===== src/rtl/pwl_transform_pipe.sv =====
// pwl_transform_pipe: 5-stage streaming piecewise-linear curve out = C[k] + (x - M[k]) * D[k],
// with a double-buffered segment table swapped at frame boundaries. Define PWL_BYPASS_EN for a bypass input.
module pwl_transform_pipe #(
  parameter int DSIZE = 12,
  parameter int DT_I  = 8,
  parameter int DT_D  = 4,
  parameter int SEGS  = 16,
  parameter int AW    = 4,
  parameter int WW    = 12
) (
  input  logic             clock,
  input  logic             rst_n,
  input  logic             in_valid,
  input  logic             in_sof,
  input  logic [DSIZE-1:0] in_data,
`ifdef PWL_BYPASS_EN
  input  logic             bypass,
`endif
  output logic             out_valid,
  output logic             out_sof,
  output logic [DSIZE-1:0] out_data,
  output logic             out_sat,
  input  logic             cfg_we,
  input  logic [1:0]       cfg_sel,
  input  logic [AW-1:0]    cfg_idx,
  input  logic [WW-1:0]    cfg_wdata,
  input  logic             swap_req,
  output logic             swap_pend,
  output logic             swap_done
);

  localparam int DW = DT_I + DT_D;
  localparam int PW = DSIZE + DW;
  localparam int RW = PW - DT_D + 1;
  localparam int SW = RW + 1;
  localparam int CW = AW + 1;

  function automatic logic [CW-1:0] count_ones(input logic [SEGS-1:0] v);
    logic [CW-1:0] n;
    n = '0;
    for (int i = 0; i < SEGS; i++) n = n + CW'(v[i]);
    return n;
  endfunction

  function automatic logic [RW-1:0] round_half_up(input logic [PW-1:0] p);
    logic [PW:0] t;
    t = {1'b0, p} + ((PW+1)'(1) << (DT_D - 1));
    return RW'(t >> DT_D);
  endfunction

  function automatic logic [DSIZE:0] saturate(input logic [SW-1:0] s);
    if (|s[SW-1:DSIZE]) return {1'b1, {DSIZE{1'b1}}};
    return {1'b0, s[DSIZE-1:0]};
  endfunction

  logic byp_in;
`ifdef PWL_BYPASS_EN
  assign byp_in = bypass;
`else
  assign byp_in = 1'b0;
`endif

  logic [DSIZE-1:0] act_m_q [SEGS];
  logic [DSIZE-1:0] act_m_d [SEGS];
  logic [DSIZE-1:0] act_c_q [SEGS];
  logic [DSIZE-1:0] act_c_d [SEGS];
  logic [DW-1:0]    act_d_q [SEGS];
  logic [DW-1:0]    act_d_d [SEGS];
  logic [DSIZE-1:0] sh_m_q  [SEGS];
  logic [DSIZE-1:0] sh_m_d  [SEGS];
  logic [DSIZE-1:0] sh_c_q  [SEGS];
  logic [DSIZE-1:0] sh_c_d  [SEGS];
  logic [DW-1:0]    sh_d_q  [SEGS];
  logic [DW-1:0]    sh_d_d  [SEGS];

  logic swap_pend_q, swap_pend_d, swap_done_q, swap_done_d;
  logic pipe_busy, swap_now;

  logic             vld_p1_q, vld_p1_d, sof_p1_q, sof_p1_d, byp_p1_q, byp_p1_d;
  logic [DSIZE-1:0] x_p1_q, x_p1_d;
  logic [SEGS-1:0]  cmp_p1_q, cmp_p1_d;

  logic [CW-1:0]    cnt;
  logic [AW-1:0]    k;
  logic             vld_p2_q, vld_p2_d, sof_p2_q, sof_p2_d, byp_p2_q, byp_p2_d;
  logic [DSIZE-1:0] x_p2_q, x_p2_d, m_p2_q, m_p2_d, c_p2_q, c_p2_d;
  logic [DW-1:0]    d_p2_q, d_p2_d;

  logic             vld_p3_q, vld_p3_d, sof_p3_q, sof_p3_d, byp_p3_q, byp_p3_d;
  logic [DSIZE-1:0] x_p3_q, x_p3_d, c_p3_q, c_p3_d, sub_p3_q, sub_p3_d;
  logic [DW-1:0]    d_p3_q, d_p3_d;

  logic             vld_p4_q, vld_p4_d, sof_p4_q, sof_p4_d, byp_p4_q, byp_p4_d;
  logic [DSIZE-1:0] x_p4_q, x_p4_d, c_p4_q, c_p4_d;
  logic [PW-1:0]    prod_p4_q, prod_p4_d;

  logic [RW-1:0]    rnd;
  logic [SW-1:0]    sum;
  logic [DSIZE:0]   res;
  logic             out_valid_q, out_valid_d, out_sof_q, out_sof_d, out_sat_q, out_sat_d;
  logic [DSIZE-1:0] out_data_q, out_data_d;

  always_comb begin
    // Swap fires on an accepted SOF or when the whole pipe is idle; the copy takes the pre-write shadow.
    pipe_busy   = vld_p1_q | vld_p2_q | vld_p3_q | vld_p4_q | out_valid_q;
    swap_now    = swap_pend_q & (in_valid ? in_sof : ~pipe_busy);
    swap_pend_d = swap_now ? swap_req : (swap_pend_q | swap_req);
    swap_done_d = swap_now;
    act_m_d = swap_now ? sh_m_q : act_m_q;
    act_c_d = swap_now ? sh_c_q : act_c_q;
    act_d_d = swap_now ? sh_d_q : act_d_q;
    sh_m_d  = sh_m_q;
    sh_c_d  = sh_c_q;
    sh_d_d  = sh_d_q;
    if (cfg_we) begin
      case (cfg_sel)
        2'b00:   sh_m_d[cfg_idx] = cfg_wdata[DSIZE-1:0];
        2'b01:   sh_c_d[cfg_idx] = cfg_wdata[DSIZE-1:0];
        2'b10:   sh_d_d[cfg_idx] = cfg_wdata[DW-1:0];
        default: ;
      endcase
    end

    // S1: breakpoint compare; an SOF sample taking the swap compares against the incoming bank.
    vld_p1_d = in_valid;
    sof_p1_d = in_sof;
    byp_p1_d = byp_in;
    x_p1_d   = in_data;
    for (int i = 0; i < SEGS; i++)
      cmp_p1_d[i] = in_data > (swap_now ? sh_m_q[i] : act_m_q[i]);

    // S2: segment select and coefficient latch; each sample carries its own M/C/D from here on.
    cnt      = count_ones(cmp_p1_q);
    k        = (cnt == '0) ? '0 : AW'(cnt - CW'(1));
    vld_p2_d = vld_p1_q;
    sof_p2_d = sof_p1_q;
    byp_p2_d = byp_p1_q;
    x_p2_d   = x_p1_q;
    m_p2_d   = act_m_q[k];
    c_p2_d   = act_c_q[k];
    d_p2_d   = act_d_q[k];

    // S3: offset into segment
    vld_p3_d = vld_p2_q;
    sof_p3_d = sof_p2_q;
    byp_p3_d = byp_p2_q;
    x_p3_d   = x_p2_q;
    c_p3_d   = c_p2_q;
    d_p3_d   = d_p2_q;
    sub_p3_d = (x_p2_q > m_p2_q) ? (x_p2_q - m_p2_q) : '0;

    // S4: slope multiply
    vld_p4_d  = vld_p3_q;
    sof_p4_d  = sof_p3_q;
    byp_p4_d  = byp_p3_q;
    x_p4_d    = x_p3_q;
    c_p4_d    = c_p3_q;
    prod_p4_d = PW'(sub_p3_q) * PW'(d_p3_q);

    // S5: round, add offset, saturate; output holds through bubbles
    rnd = round_half_up(prod_p4_q);
    sum = SW'(c_p4_q) + SW'(rnd);
    res = saturate(sum);
    if (byp_p4_q) res = {1'b0, x_p4_q};
    out_valid_d = vld_p4_q;
    out_sof_d   = vld_p4_q & sof_p4_q;
    out_data_d  = vld_p4_q ? res[DSIZE-1:0] : out_data_q;
    out_sat_d   = vld_p4_q ? res[DSIZE] : out_sat_q;
  end

  always_ff @(posedge clock or negedge rst_n) begin
    if (!rst_n) begin
      swap_pend_q <= 1'b0;
      swap_done_q <= 1'b0;
      vld_p1_q    <= 1'b0;
      vld_p2_q    <= 1'b0;
      vld_p3_q    <= 1'b0;
      vld_p4_q    <= 1'b0;
      out_valid_q <= 1'b0;
      out_sof_q   <= 1'b0;
      out_sat_q   <= 1'b0;
      out_data_q  <= '0;
      for (int i = 0; i < SEGS; i++) begin
        act_m_q[i] <= '0;
        act_c_q[i] <= '0;
        act_d_q[i] <= DW'(1) << DT_D;
        sh_m_q[i]  <= '0;
        sh_c_q[i]  <= '0;
        sh_d_q[i]  <= DW'(1) << DT_D;
      end
    end else begin
      swap_pend_q <= swap_pend_d;
      swap_done_q <= swap_done_d;
      vld_p1_q    <= vld_p1_d;
      vld_p2_q    <= vld_p2_d;
      vld_p3_q    <= vld_p3_d;
      vld_p4_q    <= vld_p4_d;
      out_valid_q <= out_valid_d;
      out_sof_q   <= out_sof_d;
      out_sat_q   <= out_sat_d;
      out_data_q  <= out_data_d;
      act_m_q     <= act_m_d;
      act_c_q     <= act_c_d;
      act_d_q     <= act_d_d;
      sh_m_q      <= sh_m_d;
      sh_c_q      <= sh_c_d;
      sh_d_q      <= sh_d_d;
    end
  end

  always_ff @(posedge clock) begin
    sof_p1_q  <= sof_p1_d;
    byp_p1_q  <= byp_p1_d;
    x_p1_q    <= x_p1_d;
    cmp_p1_q  <= cmp_p1_d;
    sof_p2_q  <= sof_p2_d;
    byp_p2_q  <= byp_p2_d;
    x_p2_q    <= x_p2_d;
    m_p2_q    <= m_p2_d;
    c_p2_q    <= c_p2_d;
    d_p2_q    <= d_p2_d;
    sof_p3_q  <= sof_p3_d;
    byp_p3_q  <= byp_p3_d;
    x_p3_q    <= x_p3_d;
    c_p3_q    <= c_p3_d;
    d_p3_q    <= d_p3_d;
    sub_p3_q  <= sub_p3_d;
    sof_p4_q  <= sof_p4_d;
    byp_p4_q  <= byp_p4_d;
    x_p4_q    <= x_p4_d;
    c_p4_q    <= c_p4_d;
    prod_p4_q <= prod_p4_d;
  end

  assign out_valid = out_valid_q;
  assign out_sof   = out_sof_q;
  assign out_data  = out_data_q;
  assign out_sat   = out_sat_q;
  assign swap_pend = swap_pend_q;
  assign swap_done = swap_done_q;

endmodule

===== config.mk =====
export PLATFORM = sky130hd
export DESIGN_NAME = pwl_transform_pipe
export DESIGN_NICKNAME = d
export VERILOG_FILES = /design/src/rtl/pwl_transform_pipe.sv
export SDC_FILE = /design/constraint.sdc
export NUM_CORES = 2
export LEC_CHECK = 0
export CORE_ASPECT_RATIO = 0.8
export CORE_MARGIN = 2
export CORE_UTILIZATION = 25
export DETAILED_ROUTE_END_ITERATION = 8
export PLACE_DENSITY = 0.37
export SYNTH_ARGS = -nofsm -noshare
export SYNTH_HDL_FRONTEND = slang
export SYNTH_SLANG_ARGS = --single-unit

===== constraint.sdc =====
create_clock -name clock -period 5.8 [get_ports clock]
set_clock_uncertainty 0.2 [all_clocks]
set_input_delay 1.45 -clock clock [delete_from_list [all_inputs] [get_ports clock]]
set_output_delay 1.45 -clock clock [all_outputs]
set_load 0.02 [all_outputs]

Word-level counts from Yosys, hierarchy flattened
Cells that the tools add are included.

cells by class
  add/subtract/negate cells = 19
  multipliers = 1
  div/mod/pow operators = 0
  order comparisons = 20
  equality and inequality tests = 2
  shift-type cells = 0
  muxes and demuxes = 36
  bitwise operators = 10
  reduce and logical (&&, ||, !) cells = 7

operators with widths
  kind                     count
  $bwmux W192              3
  $mux W12                 23
  $gt A12 B12 Y1           17
  $bmux W12 S4             3
  $add A5 B1 Y5            11
  $demux W12 S4            1
  $mux W13                 2
  $add A24 B4 Y25 const B  1
  $mul A12 B12 Y24         1
  $add A12 B21 Y22         1
  $sub A12 B12 Y12         1
  $ge A5 B5 Y1 const B     2
  $not A4 Y5               2
  $reduce_or A10 Y1        1
  $reduce_and A2 Y1        3
  $add A4 B1 Y5            1
  $logic_not A5 Y1         1
  $lt A5 B1 Y1 const B     1
  $or A1 B1 Y1             5
  $add A3 B1 Y4            1
  $mux W4                  1
  $sub A4 B1 Y4 const B    1
  $add A2 B1 Y3            1
  $mux W1                  3
  7 further kinds          8

storage, ports and cells
  register bits = 1325
  latch bits = 0
  bits in writable memories = 0
  ROM bits = 0
  bits of input ports = 36
  word-level logic and storage cells = 216
  memories kept = 0

Logic depth before layout (Yosys ltp)
  depth after elaboration = 21
  mapped depth = 22
  gate-level depth less buffers = 21

Worst setup path before layout
OpenSTA, ideal clock, no wires.

  path type = reg-to-reg
  start = reg cmp_p1_q[5]
  end = reg d_p2_q[10]
  library setup time = 0.134 ns
  arrival = 5.345 ns
  data required time = 5.466 ns
  slack = 0.121 ns
  cell stages (with the launch flop) = 22
  clock period less this slack = 5.679 ns
  path through = dfxtp_1 -> inv_1 -> fa_1 -> inv_1 -> fa_1 -> fa_1 -> inv_1 -> fa_1 -> inv_1 -> ha_1 -> inv_2 -> clkbuf_1 -> clkbuf_1 -> ha_1 -> o21a_1 -> nor2b_1 -> nand2b_1 -> clkbuf_1 -> clkbuf_1 -> clkbuf_1 -> a31oi_1 -> mux4_2

on the way
  word-level cells in the longest chain between the ends = 17

RTL lines
  element                                            line  RTL
  from (decl)                                        81    logic [SEGS-1:0] cmp_p1_q, cmp_p1_d;
  from (signal assigned)                             215   cmp_p1_q <= cmp_p1_d;
  $add A5 B1 Y5 (*) (11 in a row)                    41    for (int i = 0; i < SEGS; i++) n = n + CW'(v[i]);
  $sub A4 B1 Y4 or $logic_not A5 Y1 (tied branches)  134   k = (cnt == '0) ? '0 : AW'(cnt - CW'(1));
  $mux W4 (*)                                        134
  $not A4 Y5 (implied by the code) (*)               141   d_p2_d = act_d_q[k];
  $bmux W12 S4 (*)                                   141
  $mux W12 (implied by the code) (*) (2 in a row)    141
  via d_p2_d[10]                                     87    logic [DW-1:0] d_p2_q, d_p2_d;
  to (signal assigned)                               221   d_p2_q <= d_p2_d;
  to (decl)                                          87

The timed path passes the listed nets; every way through them passes the cells marked *. The select of a mux whose other input is x is not followed.
A chain may end at the register's enable or synchronous reset.

Final worst setup path
  start = reg cmp_p1_q[11]
  end = reg m_p2_q[9]

on the way
  word-level cells in the longest chain between the ends = 11

RTL lines
  element                                            line  RTL
  $add A5 B1 Y5 (*) (5 in a row)                     41
  $sub A4 B1 Y4 or $logic_not A5 Y1 (tied branches)  134
  $mux W4 (*)                                        134
  $not A4 Y5 (implied by the code) (*)               139   m_p2_d = act_m_q[k];
  $bmux W12 S4 (*)                                   139
  $mux W12 (implied by the code) (*) (2 in a row)    139
  via m_p2_d[9]                                      86    logic [DSIZE-1:0] x_p2_q, x_p2_d, m_p2_q, m_p2_d, c_p2_q, c_p2_d;
  to (signal assigned)                               219   m_p2_q <= m_p2_d;
  to (decl)                                          86

Marked as above.

==> reports/qor.yml <==
run_status:
  status: "finished with violations"
  violations: "negative setup slack"
synth:
  syn_inst: 5167
  synth_edf_count: 0
  synth-main-ff-cell: "dfrtp_1"
  syn_area_per_cell_um2: 12.29
  synth_top_area_cell: "dfrtp_1"
  ys_warn_count: 0
  yosysTopAreaCellShare: 0.4495
  synthTopCellsByArea: "dfrtp_1 45%, mux2_2 18%, ha_1 5.6%"
  ys_types: 73
  ys_seq_area_frac: 0.5097
  ys_seq_elements: 1322
  ys_async_sr_fraction: 0.8873
  synthesis.nets: 5599
  syn-cell-area_um2: 63520
floorplanning:
  num_io_pins: 53
  start_util: 0.2514
  dieHeight_um: 454.8
  fp.dieW_um: 567.6
  dieArea_um2: 258100
  coreArea_um2: 252700
  fp-row-count: 165
sta:
  fin_ws_ns: -0.00003730
  slew_headroom: 0.2289
  final.setup.tns_ns: -0.00003730
  min_period_ns: 5.800
  rsz0062_at_grt: "true"
  worst_pin_slew_ns: 1.157
  max_freq_mhz: 172.4
  hold_ws_ns: 0.1220
  hold_viol_final: 0
  setup_violations: 1
  drv_slew: 0
  finalCritPeriodShare: 1.000
layout:
  final_cell_mix: "1141 x dfrtp_1, 992 x mux2_2, 358 x inv_1"
  area_growth_pct: 19.69
  final_common_cell: "dfrtp_1"
  drive_above_1_share: 0.3256
  stdcell_count: 8863
  nets: 5816
  post-route-util: 0.3009
clock_network:
  htreeDepth: 4
  cts_num_sinks: 1322
  clockBufferDepth: 3
  cts_tree: "done"
  cts_hold_buf: 0
  cts_made_buffers: 162
  clk-insertion-delay-late_ns: 0.82
  cts_root_buffer: "clkbuf_16"
  clkTransAtPathRegs_ns: 0.06
global_route:
  grt_pass1_vias: 42526
  grt-ovfl-total: 0
  grt_max_degree: 170
  gr-usage-all-layers: 0.1653
  grt_pass1_wl_um: 313200
  grt_antenna_before_repair: 32
setup_path:
  critPathLaunchType: "flop"
  critPathKind: "reg2reg"
  required_ns: 6.27
  cp_data_arrival_time_ns: 6.27
  cp-end-kind: "flop"
  rr_worst_depth: 20
  crit_path_max_fanout: 24
flow_run:
  cap_viol_max_count: 0
hold_path:
  min_path_cells: 0
  hold_class: "reg2reg"
routing:
  drc: 0
  via_count: 41065
  wl_per_cell_um: 24.15
  drtIter0Drc: 2571
  drt-total-wl_um: 214000
  drtAntennaViolNets: 0
  firstDrtPassIters: 5
  viasPerCell: 4.633
placement:
  dpl.hpwl_um: 145300
  portBuffers: 52
  dp_cells: 8546
  finalWeightedCongestion: 0.8203
[state kept, by name (all words and copies together) (netlist names), 16 cells and up]
signal,count
act_c_q,192
sh_c_q,192
sh_m_q,192
prod_p4_q,21
sh_d_q,192
cmp_p1_q,16
act_m_q,192
act_d_q,192
[cells by family (layout without fill, tap and decap cells)]
kind of cell	after synthesis	in the layout	share of synthesized area
AO/OA/AOI/OAI	615	615	0.06250
XOR/XNOR	54	54	0.007446
adder cells (fa/ha/maj)	396	396	0.09124
buffers and inverters	689	1034	0.04144
flip-flops	1322	1322	0.5097
multiplexers	1204	1204	0.2164
other	0	10	0
AND/OR/NAND/NOR	887	888	0.07129
[path summary, 6_finish.rpt]
kind	startpoint	endpoint	slack (ns)
max	cmp_p1_q[11]	m_p2_q[9]	-0.00004
min	c_p3_q[4]	c_p4_q[4]	0.12
max reg2reg	cmp_p1_q[11]	m_p2_q[9]	-0.00004
min reg2reg	c_p3_q[4]	c_p4_q[4]	0.12
max in group asynchronous	rst_n	out_data[11]	3.47
min in group asynchronous	rst_n	act_m_q[174]	0.32
[worst max-delay path, stage by stage, from the launching register on]
cell and delay, ns:
dfxtp_2 0.32, fa_1 0.52, inv_1 0.05, fa_1 0.50, inv_2 0.04, fa_1 0.50
inv_1 0.05, fa_1 0.50, inv_2 0.05, ha_4 0.15, fa_1 0.51, inv_2 0.06
ha_4 0.15, o21a_1 0.13, nor2b_4 0.19, nand2b_4 0.24, buf_12 0.16, buf_16 0.16
o211ai_1 0.38, o21ai_1 0.23, mux4_2 0.52
[layer usage]
layer,global-route usage,vias up,wire length (um)
li1,-,18554,-
met1,0.2564,21716,112500
met2,0.2448,596,91450
met3,0.02113,197,7160
met4,0.02889,2,2910
met5,0,-,13
[repair_timing]
action,4_1_cts,5_1_grt
setup buffers,9,8
gates resized for setup,63,123
setup endpoints to repair,37,38
hold endpoints to repair,0,0
cloned,4,6
pin swaps,8,18
[synthesized netlist by cell type, drive strengths merged (42+ instances only)]
master,number
and2,116
o21ai,188
ha,284
mux2,992
fa,112
a21oi,74
nand4,53
mux2i,176
dfxtp,149
a211oi,78
a21o,64
o211ai,77
a31oi,74
nor2,95
clkbuf,286
nand2,314
or3,145
inv,363
dfrtp,1141
nor3,42
[cell type report]
class	count	area, um^2
multi-input cells	3157	29070
fillers	25717	176700
inverters	363	1365
clock buffers	246	4731
clock inverters	47	574.3
diodes	10	25.02
repair buffers	378	3700
well taps	3340	4179
flip-flops and latches	1322	32380
[per-stage QoR]
step	cell area, um^2	setup WS (ns)
global route	76010	-0.1838
detailed placement	69810	-0.4766
global placement	69810	-0.4903
CTS	75410	-0.04661
finish	76030	-0.00003730
floorplan	63520	0.1211
Power is left out: the tool's default activity adds up to more than one toggle a clock period on the data nets, which glitch-free logic cannot reach.
